==> config.mk <==
export PLATFORM = sky130hd
export DESIGN_NAME = scatter32
export DESIGN_NICKNAME = d
export VERILOG_FILES = /design/src/rtl/pe_array_pkg.sv /design/src/rtl/scatter32_dec5to32.sv /design/src/rtl/scatter32.sv
export SDC_FILE = /design/constraint.sdc
export NUM_CORES = 1
export LEC_CHECK = 0
export CAP_MARGIN = 20
export CORE_AREA = 2 2 224 226
export DETAILED_ROUTE_END_ITERATION = 8
export DIE_AREA = 0 0 226 228
export PLACE_DENSITY = 0.69
export SLEW_MARGIN = 15
export SYNTH_ARGS = -nofsm -noshare
export SYNTH_HDL_FRONTEND = slang
export SYNTH_HIERARCHICAL = 1
export SYNTH_SLANG_ARGS = --single-unit
==> constraint.sdc <==
create_clock -name clk -period 6.2 [get_ports clk]
set_clock_uncertainty 0.2 [all_clocks]
set_input_delay 0.93 -clock clk [delete_from_list [all_inputs] [get_ports clk]]
set_output_delay 0.93 -clock clk [all_outputs]
set_load 0.02 [all_outputs]
==> src/rtl/pe_array_pkg.sv <==
// pe_array_pkg: shared lane constants, fill/hold state and slot mapping for the PE-array selectors
package pe_array_pkg;
  localparam int LANES = 32;
  localparam int SEL_W = 5;
  typedef enum logic {FILL, HOLD} state_t;
  function automatic int lane_lsb(input logic [SEL_W-1:0] sel, input int width = 16);
    return width * (LANES - 1 - int'(sel));
  endfunction
endpackage

==> src/rtl/scatter32_dec5to32.sv <==
// dec5to32: binary lane select to one-hot lane write-enable
module dec5to32
  import pe_array_pkg::*;
(
  input  logic [SEL_W-1:0] i_sel,
  output logic [LANES-1:0] o_onehot
);
  always_comb o_onehot = LANES'(1) << i_sel;
endmodule

==> src/rtl/scatter32.sv <==
// scatter32: assembles WIDTH-bit words into a 32-lane line by lane select, emits on full mask or in_last
module scatter32
  import pe_array_pkg::*;
#(
  parameter int WIDTH = 16
) (
  input  logic                   clk,
  input  logic                   rst,
  input  logic                   in_valid,
  output logic                   in_ready,
  input  logic [WIDTH-1:0]       in_data,
  input  logic [SEL_W-1:0]       in_sel,
  input  logic                   in_last,
  output logic                   out_valid,
  input  logic                   out_ready,
  output logic [WIDTH*LANES-1:0] out_data,
  output logic [LANES-1:0]       out_mask
);
  state_t r_state, w_next;
  logic [WIDTH*LANES-1:0] r_data;
  logic [LANES-1:0] r_mask, w_onehot, w_we, w_mask_next;
  logic w_accept, w_xfer;
  dec5to32 u_dec (.i_sel(in_sel), .o_onehot(w_onehot));
  // handshake flags depend only on state (and reset), never on the peer's valid/ready
  always_comb begin
    in_ready    = r_state == FILL && !rst;
    out_valid   = r_state == HOLD && !rst;
    w_accept    = in_valid && in_ready;
    w_xfer      = out_valid && out_ready;
    w_we        = w_onehot & {LANES{w_accept}};
    w_mask_next = r_mask | w_we;
    w_next      = r_state == FILL ? ((w_accept && (in_last || &w_mask_next)) ? HOLD : FILL)
                                  : (out_ready ? FILL : HOLD);
  end
  always_ff @(posedge clk) begin
    if (rst) begin
      r_state <= FILL;
      r_data  <= '0;
      r_mask  <= '0;
    end else begin
      r_state <= w_next;
      if (w_xfer) begin
        r_data <= '0;
        r_mask <= '0;
      end else begin
        r_mask <= w_mask_next;
        for (int l = 0; l < LANES; l++)
          if (w_we[l]) r_data[lane_lsb(SEL_W'(l), WIDTH) +: WIDTH] <= in_data;
      end
    end
  end
  assign out_data = r_data;
  assign out_mask = r_mask;
endmodule

; Yosys cells after proc, flatten, opt, wreduce, memory -nomap -nowiden
; Index checks and enable logic that the tools add are counted.
[word_totals]
regBits = 545
inputBits = 26
output_inout_bits = 546
wordCells = 50
[classes]
n_shift = 1
muxes = 3
bitwise_logic = 3
reduce_logical = 9
[ops]
columns = operator, count
row1 = 32-bit AND, 1
row2 = 32-bit bitwise OR, 1
row3 = 32-bit AND reduction, 1
row4 = "1-bit by 5-bit left shift with 32-bit output, first input constant", 1
row5 = 1-bit logical AND, 5
row6 = 1-bit 2-to-1 mux, 3
row7 = 2-bit OR reduction, 1
row8 = 1-bit zero test, 1
row9 = 1-bit logical OR, 1
row10 = 1-bit NOT, 1

; Depth between registers and ports, before layout
[logic_depth]
ltp_word = 10
mapped_depth = 9
ltp_nobuf = 7

; Cells and area by module
; The synthesis kept the hierarchy.
[modules_own_cells]
columns = module, instances, cells_per_inst, area_each_um2, seq_area_each_um2
row1 = scatter32, 1, 2446, 19319.8, 10910.5
row2 = dec5to32, 1, 47, 214.0, 0.0

; Least setup slack after synthesis
; OpenSTA, ideal clock, no wires.
[synth_path]
kind = input -> output
from = in rst
to = out out_valid
arrival_ns = 1.550
required_ns = 5.070
setup_slack_ns = 3.520
path_stages = 3
n_path_buf = 2
path_cell_list = buf_4 buf_6 nor2b_1
[synth_via]
elab_chain_cells = 2
[synth_rtl]
columns = item, line_no
row1 = "start, declared", scatter32.sv:8  ; input logic rst,
row2 = 1-bit zero test, scatter32.sv:27  ; out_valid = r_state == HOLD && !rst;
row3 = 1-bit logical AND, scatter32.sv:27
row4 = "end, declared", scatter32.sv:14  ; output logic out_valid,
; No other way between the ends.

; Final worst setup path
[layout_path]
from = reg r_state
to = out out_valid
[layout_via]
elab_chain_cells = 1
[layout_rtl]
columns = item, line_no
row1 = "start, declared", scatter32.sv:19  ; state_t r_state, w_next;
row2 = "start signal, assigned", scatter32.sv:41  ; r_state <= w_next;
row3 = 1-bit logical AND, scatter32.sv:27
; No other way between the ends.

==> summary by stage <==
Synthesis
The share of synthesized area in the top cell type comes to 0.559. The number of flip-flops and latches in the synthesized netlist is 545. The number of distinct library cell variants in the gate-level netlist after synthesis is 36.

Counting every instance in the synthesized netlist gives 2493. The synthesized area per cell is 7.84 µm². The fraction of the yosys area taken by sequential cells is 0.559. The warning count from the yosys run is 6. The summed instance area of the synthesized netlist is 19500 µm². The biggest area consumer among synthesized cells is sky130_fd_sc_hd__dfxtp_1. In the synthesized netlist the dominant register cell turns out to be sky130_fd_sc_hd__dfxtp_1. After synthesis, the cell types taking the most area are sky130_fd_sc_hd__dfxtp_1 56%, sky130_fd_sc_hd__nand2_1 20%, sky130_fd_sc_hd__a21oi_1 13%. The proportion of synthesized flip-flops having asynchronous set or reset is 0. The net count after synthesis is 2519. Yosys mapped a number of flops with a built-in enable equal to 0.

Worst setup path
The count of buffer and inverter cells on the critical path is 1. The arrival time of data at the critical path endpoint is 2400 ps. Traced cell by cell, the critical path runs through nor2b_1 -> clkdlybuf4s50_1. The slowest cell on the critical path is sky130_fd_sc_hd__dfxtp_2. Along the worst path, the maximum fanout reaches 29.

The worst register-to-register path has a setup slack of 3280 ps. The instance count on the critical path is 2. STA classifies the critical path startpoint as a flop. The highest cell delay on the worst timing path is 830 ps. STA classifies the critical path endpoint as an output port. Data on the critical path is required at its endpoint by 5070 ps.

The critical path's top delay family is flip-flops. The worst setup path is of the reg2out kind. The cell depth of the worst flop-to-flop path is 5.

Routing
For this run, design rule violations remaining after detail routing come to 0. The via count is 18600. Dividing the detail-routed wire length by the instance count gives 20.4 µm. The count of antenna-violating nets left after detailed routing is 0. The vias per cell is 5.10. The detailed-route wire length is 74000 µm. The first-pass iteration count of the detailed router is 5. After the first detailed-routing iteration, the DRC count stood at 1397.

Clocking
The level count of the clock H-tree is 2. The maximum clock path buffer count is 3. The number of CTS-inserted buffers is 56. The TritonCTS clock tree is done. The post-CTS resize count is 0.

Clock latency on the worst-skew pair, taken at its later pin, is 610 ps. Counting every sink on the clock net gives 545. The clock tree root driver cell is sky130_fd_sc_hd__clkbuf_16. The total setup buffers inserted after CTS is 0. Clock-pin slew was measured on the worst setup and hold paths at 60 ps. The number of buffers inserted by hold repair at cts is 0.

Place
At the placement stage, the worst setup path has a slack of 2040 ps. The HPWL after detailed placement is 47600 µm. The total instance count after detailed placement is 3533. In this run the tool buffered the top-level ports with 571 buffer cells. Routability-driven placement finished with a final weighted congestion of 0.838.

Pwr
Dividing total power by cell area gives a power density of 269 nW/µm². The worst vdd rail ir drop is 196 µV. In this run the static leakage power is 8.66 nW.

Floorplanning
In this run the horizontal extent of the chip is 226 µm. In this run the core area contains 82 standard-cell rows. The core footprint is 49300 µm².

The effective utilization at floorplan is 0.396. The number of ports placed on the die boundary is 572. The floorplan step set the die height to 228 µm. The die area is 51500 µm².

Timing
The max-slew violation count is 0. Of the available clock period, the critical path in the final layout requires 0.570. The number of endpoints with negative hold slack in the final report is 0. The slew at the pin closest to its max-slew limit is 1200 ps. The total of endpoints with negative setup slack in the final report is 0.

Static timing analysis puts the maximum clock frequency at 283 MHz. The routed design could run at a clock period as short as 3530 ps. The total negative setup slack is 0 ps. Setup repair after global routing left no endpoint under its margin. The relative slew slack is 0.197. The worst-case setup margin in the final layout is 2670 ps.

Finish
The fraction of final layout cells sized beyond drive strength 1 is 0.0594. The final-stage net count is 2945. The number of standard cells in the final layout excluding fillers is 3637. The layout-stage area growth over the synthesis result is 38.3%.

Status
The run finished with clean final reports.

Global routing
The total overflow left after global routing is 0. The global-route usage over all layers is 0.275. The via count of the first global-routing pass came to 17200.

Entering global routing, the biggest net connects 222 pins. The first-pass GRT wire length is 108000 µm. The number of antenna violations at the first check in global routing came to 0.

Hold path
The type of the worst min-delay path is reg2reg. Counting instances, the worst hold path has a depth of 2.

Job
The number of violations of the max-capacitance limit is 0.
[per-layer routing]
| metal | GRT usage | share of wire | vias to the layer above |
|---|---|---|---|
| met5 | 0 | 0 | - |
| met4 | 0.136 | 0.052 | 0 |
| met3 | 0.0717 | 0.086 | 193 |
| met2 | 0.444 | 0.46 | 790 |
| met1 | 0.340 | 0.40 | 8750 |
| li1 | - | - | 8823 |
[cell usage in the layout, fill, tap and decap left out, drive strengths merged, types with 2 or more instances in the layout]
cell type         n
bufinv            5
inv               4
nor2             98
or3b              3
nand2          1057
nand3b            3
o21ai             2
and4bb           19
a21oi           512
nand4             2
nor4bb            6
nor3              2
buf              33
clkinv           16
clkbuf           78
nor4              5
dfxtp           545
nand2b            2
clkdlybuf4s50   554
and2              7
[tightest hold or removal path, delay by kind of cell, from the launching register on]
family	cells	cell delay, ps
flip-flops	1	300
AND/OR/NAND/NOR	1	50
AO/OA/AOI/OAI	1	50
[kinds of logic (layout without fill, tap and decap cells)]
| kind of cell | Yosys count | in the layout | synth area share |
|---|---|---|---|
| DFF | 545 | 545 | 0.559 |
| AOI/OAI and AO/OA | 519 | 519 | 0.134 |
| buffers and inverters | 220 | 691 | 0.0562 |
| and+or+nand+nor | 1209 | 1209 | 0.251 |
| other | 0 | 1 | 0 |
[path summary, 6_finish.rpt]
path	from	end
worst min-delay path	out_data[260]	out_data[260]
worst max-delay path	r_state	out_valid
worst min register to register	out_data[260]	out_data[260]
worst max register to register	r_state	out_data[106]
[cells in the mapped netlist (all sizes together) (2+ instances only)]
master  count
and2        7
o21ai       2
buf       137
dfxtp     545
nor2       98
nand4       2
nand2    1057
and4bb     19
clkbuf     82
nor4        5
nand2b      2
nor3        2
nand3b      3
a21oi     512
or3b        3
nor4bb      6
[where the power goes]
part	internal (mW)	total (mW)	switching [mW]
Combinational	0.0638	0.312	0.249
Clock	2.00	3.43	1.42
Sequential	3.51	3.53	0.0115
Total	5.58	7.27	1.68
[cell type report]
cell class	count	area [µm²]
diodes	1	2.50
clock buffers	78	1600
clock inverters	25	272
fillers	4471	22300
inverters	1	3.75
multi-input cells	1728	7610
flip-flops and latches	545	10900
well taps	672	841
repair buffers	587	5790
[state kept, by name (all words and copies together), names as in the netlist]
signal and cells:
out_data 512, out_mask 32, r_state 1
[per-stage QoR]
stage               instance area [µm²]   util  total power, mW  hold WS (ps)
finish                            27000  0.548             7.27           252
global route                      27000  0.547             7.46           266
CTS                               27000  0.547             7.32           254
detailed placement                25200  0.510             3.91           245
global placement                  25200  0.510             3.91           241
floorplan                         19500      -             3.77           333
(Power assumes the default switching activity.)
